==> src/rtl/apb_master_param.sv <==
// APB master: accepts one user request at a time and runs it through SETUP/ACCESS.
// Optional wait-state timeout is compiled in with APB_MASTER_TIMEOUT_EN.
module apb_master_param #(
  parameter int ADDR_WIDTH     = 8,
  parameter int DATA_WIDTH     = 8,
  parameter int TIMEOUT_CYCLES = 16
) (
  input  logic                    pclk,
  input  logic                    preset,
  input  logic                    transfer,
  input  logic                    read_write,
  input  logic [ADDR_WIDTH-1:0]   apb_write_paddr,
  input  logic [ADDR_WIDTH-1:0]   apb_read_paddr,
  input  logic [DATA_WIDTH-1:0]   apb_write_data,
  input  logic [DATA_WIDTH/8-1:0] apb_write_strb,
  output logic                    req_ready,
  output logic                    rsp_valid,
  output logic                    rsp_err,
  output logic [DATA_WIDTH-1:0]   apb_read_data_out,
  output logic [ADDR_WIDTH-1:0]   paddr,
  output logic                    psel,
  output logic                    penable,
  output logic                    pwrite,
  output logic [DATA_WIDTH-1:0]   pwdata,
  output logic [DATA_WIDTH/8-1:0] pstrb,
  input  logic                    pready,
  input  logic                    pslverr,
  input  logic [DATA_WIDTH-1:0]   prdata
);

  localparam int STRB_WIDTH = DATA_WIDTH / 8;

  typedef enum logic [1:0] {IDLE, SETUP, ACCESS} state_t;

  state_t state_reg, state_next;
  logic   timeout_fire;
  logic   done;
  logic   accept;

`ifdef APB_MASTER_TIMEOUT_EN
  logic [7:0] wait_cnt_reg;

  // ACCESS is only ever entered from SETUP, so clearing there resets the count on entry.
  always_ff @(posedge pclk) begin
    if (preset)
      wait_cnt_reg <= 8'd0;
    else if (state_reg == SETUP)
      wait_cnt_reg <= 8'd0;
    else if (state_reg == ACCESS && !pready)
      wait_cnt_reg <= wait_cnt_reg + 8'd1;
  end

  assign timeout_fire = (state_reg == ACCESS) && !pready &&
                        (wait_cnt_reg == 8'(TIMEOUT_CYCLES - 1));
`else
  assign timeout_fire = 1'b0;
`endif

  assign done   = (state_reg == ACCESS) && (pready || timeout_fire);
  assign accept = transfer && req_ready;

  always_ff @(posedge pclk) begin
    if (preset)
      state_reg <= IDLE;
    else
      state_reg <= state_next;
  end

  always_comb begin
    state_next = state_reg;
    req_ready  = 1'b0;
    psel       = 1'b0;
    penable    = 1'b0;
    case (state_reg)
      IDLE: begin
        req_ready = 1'b1;
        if (transfer)
          state_next = SETUP;
      end
      SETUP: begin
        psel       = 1'b1;
        state_next = ACCESS;
      end
      ACCESS: begin
        psel      = 1'b1;
        penable   = 1'b1;
        req_ready = pready || timeout_fire;
        if (pready || timeout_fire)
          state_next = transfer ? SETUP : IDLE;
      end
      default: state_next = IDLE;
    endcase
  end

  always_ff @(posedge pclk) begin
    if (preset) begin
      paddr             <= '0;
      pwrite            <= 1'b0;
      pwdata            <= '0;
      pstrb             <= '0;
      rsp_valid         <= 1'b0;
      rsp_err           <= 1'b0;
      apb_read_data_out <= '0;
    end else begin
      rsp_valid <= done;
      rsp_err   <= done && (timeout_fire || pslverr);
      // A timed-out read has no valid prdata, so the last read value is kept.
      if (done && !pwrite && !timeout_fire)
        apb_read_data_out <= prdata;
      if (accept) begin
        pwrite <= read_write;
        paddr  <= read_write ? apb_write_paddr : apb_read_paddr;
        pwdata <= apb_write_data;
        pstrb  <= read_write ? apb_write_strb : {STRB_WIDTH{1'b0}};
      end
    end
  end

endmodule

==> config.mk <==
export PLATFORM = sky130hd
export DESIGN_NAME = apb_master_param
export DESIGN_NICKNAME = d
export VERILOG_FILES = /design/src/rtl/apb_master_param.sv
export SDC_FILE = /design/constraint.sdc
export NUM_CORES = 1
export LEC_CHECK = 0
export BUFFER_PORTS_ARGS = -buffer_cell sky130_fd_sc_hd__buf_4
export CAP_MARGIN = 20
export CELL_PAD_IN_SITES_DETAIL_PLACEMENT = 0
export CELL_PAD_IN_SITES_GLOBAL_PLACEMENT = 1
export CORE_UTILIZATION = 31
export DETAILED_ROUTE_END_ITERATION = 7
export PLACE_DENSITY = 0.82
export SLEW_MARGIN = 10
export SYNTH_ARGS = -nofsm -noshare
export SYNTH_HDL_FRONTEND = slang
export SYNTH_SLANG_ARGS = --single-unit
==> constraint.sdc <==
create_clock -name pclk -period 1.6 [get_ports pclk]
set_clock_uncertainty 0.05 [all_clocks]
set_input_delay 0.16 -clock pclk [delete_from_list [all_inputs] [get_ports pclk]]
set_output_delay 0.16 -clock pclk [all_outputs]
set_load 0.01 [all_outputs]
# Word level (Yosys, flattened, before mapping)
# Index checks and enable logic that the tools add are counted.
# word_totals
word_cells	29
output_inout_bits	31
register_bits	30
# classes
n_reduce_logical	8
muxes	9
n_eq_ne	4
# ops
cell	n
2-to-1 mux 8 bit	1
one-hot mux 2 bit (3 select lines)	1
logical AND 1 bit	4
2-to-1 mux 1 bit	4
2-to-1 mux 2 bit	2
inequality test 2 bit (second input constant)	2
equality test 2 x 1 -> 1 bit (second input constant)	1
equality test 2 bit (second input constant)	1
zero test 2 bit	1
one-hot mux 1 bit (2 select lines)	1
AND reduction 2 bit	1
OR reduction 2 bit	1
zero test 1 bit	1

# Logic depth before layout (Yosys ltp)
# logic_depth
word_depth	3
ltp_mapped	7
ltp_nobuf	6

# Worst setup path after synthesis
# No wires, ideal clock.
# synth_timing
path_kind	flip-flop to flip-flop
from	register state_reg[0]
to	register state_reg[1]
arrival_time_ns	1.329
period_less_slack_ns	1.446
path_stages_with_launch	6
setup_slack_ns	0.154
required_time_ns	1.483
path_cell_list	dfxtp_1 inv_1 ha_1 nor2b_1 or3b_1 a21oi_2
# synth_between
elab_chain_cells	3
# synth_rtl
element	line	source
start, declared	35	state_t state_reg, state_next;
start signal, assigned	66	state_reg <= state_next;
equality test 2 bit / zero test 2 bit (equally long branches)	74	case (state_reg)
inequality test 2 bit (no line)	-	
AND reduction 2 bit (no line)	-	
# Several ways; a longest one is shown, not always the timed one.
# A chain may end at the register's enable or synchronous reset.

# Worst setup path after layout
# layout_timing
from	register state_reg[0]
to	output port req_ready
# layout_between
elab_chain_cells	2
# layout_rtl
element	line	source
equality test 2 bit / zero test 2 bit (equally long branches)	74	
one-hot mux 1 bit (2 select lines) (*)	74	
end, declared	16	output logic req_ready,
# Every way passes the cells marked *; elsewhere a longest branch is shown, timed or not.

==> flow_metrics.tcl <==
set metrics [dict create \
    ys_seq_area_share_pct 47.0 \
    clock_path_buffers 2 \
    rr_startpoint "state_reg[0]" \
    critPathSlowestCell "dfxtp_2" \
    cp_top_family "flip-flops" \
    r2r_end "paddr[1]" \
    seq_power_share_pct 43.9 \
    ant_nets 0 \
    max_clock_freq_mhz 652 \
    port_buffers 69 \
    antenna_cells 0 \
    crit_path_start "state_reg[0]" \
    worstPathRequired_ps 1390 \
    reg_top3 "apb_read_data_out x8, paddr x8, pwdata x8" \
    crit_end "req_ready" \
    wl_um 3390 \
    overflow 0 \
    timing.setup.tns_ps 0 \
    setup_violations 0 \
    fin_crit_ps 1530 \
    fin_hold_ws_ps 40.0 \
    crit_path_max_incr_delay_ps 360 \
    power.density_nw_per_um2 948 \
    netSwitchingFraction_pct 27.0 \
    postSynthAreaPerCell_sq_um 9.61 \
    drt_pass1_iterations 4 \
    synth_cell_type_count 28 \
    synth_area_leaders "dfxtp_1 47%, mux2i_1 13%, a21oi_1 7.4%, a211oi_1 4.7%, ha_1 3.9%" \
    numCtsBuffers 5 \
    vias 1285 \
    maxSlewViolCount 0 \
    die_area_sq_um 4380 \
    grt_pass1_vias 1239 \
    fp.coreArea_sq_um 3800 \
    worst_pin_slew_ps 343 \
    antenna_found_initial 0 \
    drcViolationCount 0 \
    drt_iter0_markers 52 \
    fin_util_pct 52.5 \
    cp.arrival_ps 1320 \
    routedWlPerCell_um 13.2 \
    crit_fanout 8 \
    slew_headroom_pct 77.1 \
    rrSetupSlack_ps 130 \
    hpwl_um 2470 \
    gp_congestion 0.686 \
    htreeDepth 2 \
    rows 22 \
    crit_cells 5 \
    pwr-share-clk_pct 32.7 \
    p_leak_nw 0.955 \
    yosys_warnings 0 \
    final_layout_size_suffix_gt1_share_pct 45.7 \
    insertion_delay_ps 270 \
    worstSetupStartpointType "flip-flop" \
    hold_path_class "in2reg" \
    worstSetupPathType "reg2out" \
    clock-sinks 30 \
    path_buf_inv 3 \
    worstSetupEndpointType "output pin" \
    rsz0062_at_grt "no" \
    grt_first_pass_wirelength_um 5470 \
    die_w_um 66.2 \
    synth_ff_type "dfxtp_1" \
    via_per_inst 5.02 \
    synth_seq_cells 30 \
    yosysTopAreaCell "dfxtp_1" \
    hold_violations 0 \
    pwr-share-comb_pct 23.4 \
    initial_core_util_pct 33.6 \
    yosysTopAreaCellShare_pct 47.0 \
    gr-usage-all-layers_pct 16.7 \
    ys_async_sr_fraction_pct 0 \
    synth_edf_count 0 \
    grt_max_degree 30 \
    ios 70 \
    status "completed" \
    cap_violations 0 \
    die_h_um 66.2 \
    root_buffer "clkbuf_8" \
    power_mw 1.89 \
    period_share_pct 95.9 \
    yosysMostFrequentCell "dfxtp_1" \
    synth_commonest_cells "30 x dfxtp_1, 19 x a21oi_1, 16 x mux2i_1" \
    syn_inst 133 \
    synth.cell_area_sq_um 1280 \
    r2r_cells 7 \
    final_nets 250 \
    crit_chain "inv_2 -> ha_4 -> a21oi_4 -> clkinv_4 -> buf_4" \
    area_growth_pct 56.1 \
    cts_tree "built" \
    p_sw_mw 0.510 \
    p_int_mw 1.38 \
    syn_nets 176 \
    path_clk_slew_ps 60 \
    vdd_drop_max_mv 0.617 \
]
[layout make-up]
type,count,area (sq um)
fillers,357,1800
multi-input cells,89,623
flip-flops and latches,30,606
repair buffers,77,591
clock buffers,6,82.6
well taps,48,60.1
inverters,4,20.0
clock inverters,2,12.5
[power by group through the flow]
stage	Sequential (mW)	Clock (mW)	Combinational (mW)
after floorplan	0.859	0	0.192
after global placement	0.842	0	0.384
after detailed placement	0.844	0	0.395
after CTS	0.830	0.633	0.408
after global routing	0.835	0.676	0.479
final	0.829	0.619	0.443
[through the flow]
stage	area [sq um]	std cells	setup slack, ps
2_1_floorplan	1280	133	154
3_3_place_gp	1820	242	174
3_5_place_dp	1820	242	58.0
4_1_cts	1940	251	16.2
5_1_grt	1990	256	6.42
6_report	1990	256	65.9
[worst register-to-register path, cell delays in order (launching register included)]
cell and delay (ps):
dfxtp_2 360, inv_2 70, ha_4 190, a21oi_4 170
clkinv_4 100, buf_4 180, a21oi_1 150, a211oi_1 60
[repair_timing]
action	4_1_cts	5_1_grt
buffers inserted	1	5
setup endpoints to repair	1	4
hold buffers	0	0
pin swaps	1	1
gates resized for setup	6	4
[cells by family after synthesis]
kind of cell / share of synthesized area (%)
AND/OR/NAND/NOR: 10.9
adder cells (fa/ha/maj): 3.92
buffers and inverters: 6.17
AO/OA/AOI/OAI: 19.5
multiplexers: 12.5
flip-flops: 47.0
[placed cells by master, fill, tap and decap left out, drive strengths merged, types with 2 or more instances in the layout]
cell type  count
nor2b          2
mux2i         16
buf           77
clkinv         2
nor2          10
a211oi         8
a21oi         21
o21ai         12
clkbuf         6
nand3          9
inv            3
dfxtp         30
ha             4
[how the worst min path moves through the flow]
stage | from | end | depth (start not counted)
after floorplan | preset | rsp_valid | 1
after global placement | pslverr | rsp_err | 2
after detailed placement | pslverr | rsp_err | 2
after CTS | pslverr | rsp_err | 2
after global routing | pslverr | rsp_err | 2
final | pslverr | rsp_err | 2
[metal layers]
layer	vias up	routed length [um]	global-route usage [%]
met5	-	0	0
met4	0	68	8.78
met3	9	288	5.17
met2	68	1560	27.6
met1	588	1480	19.1
li1	620	-	-
No activity file was read; power rests on OpenSTA's default activity.
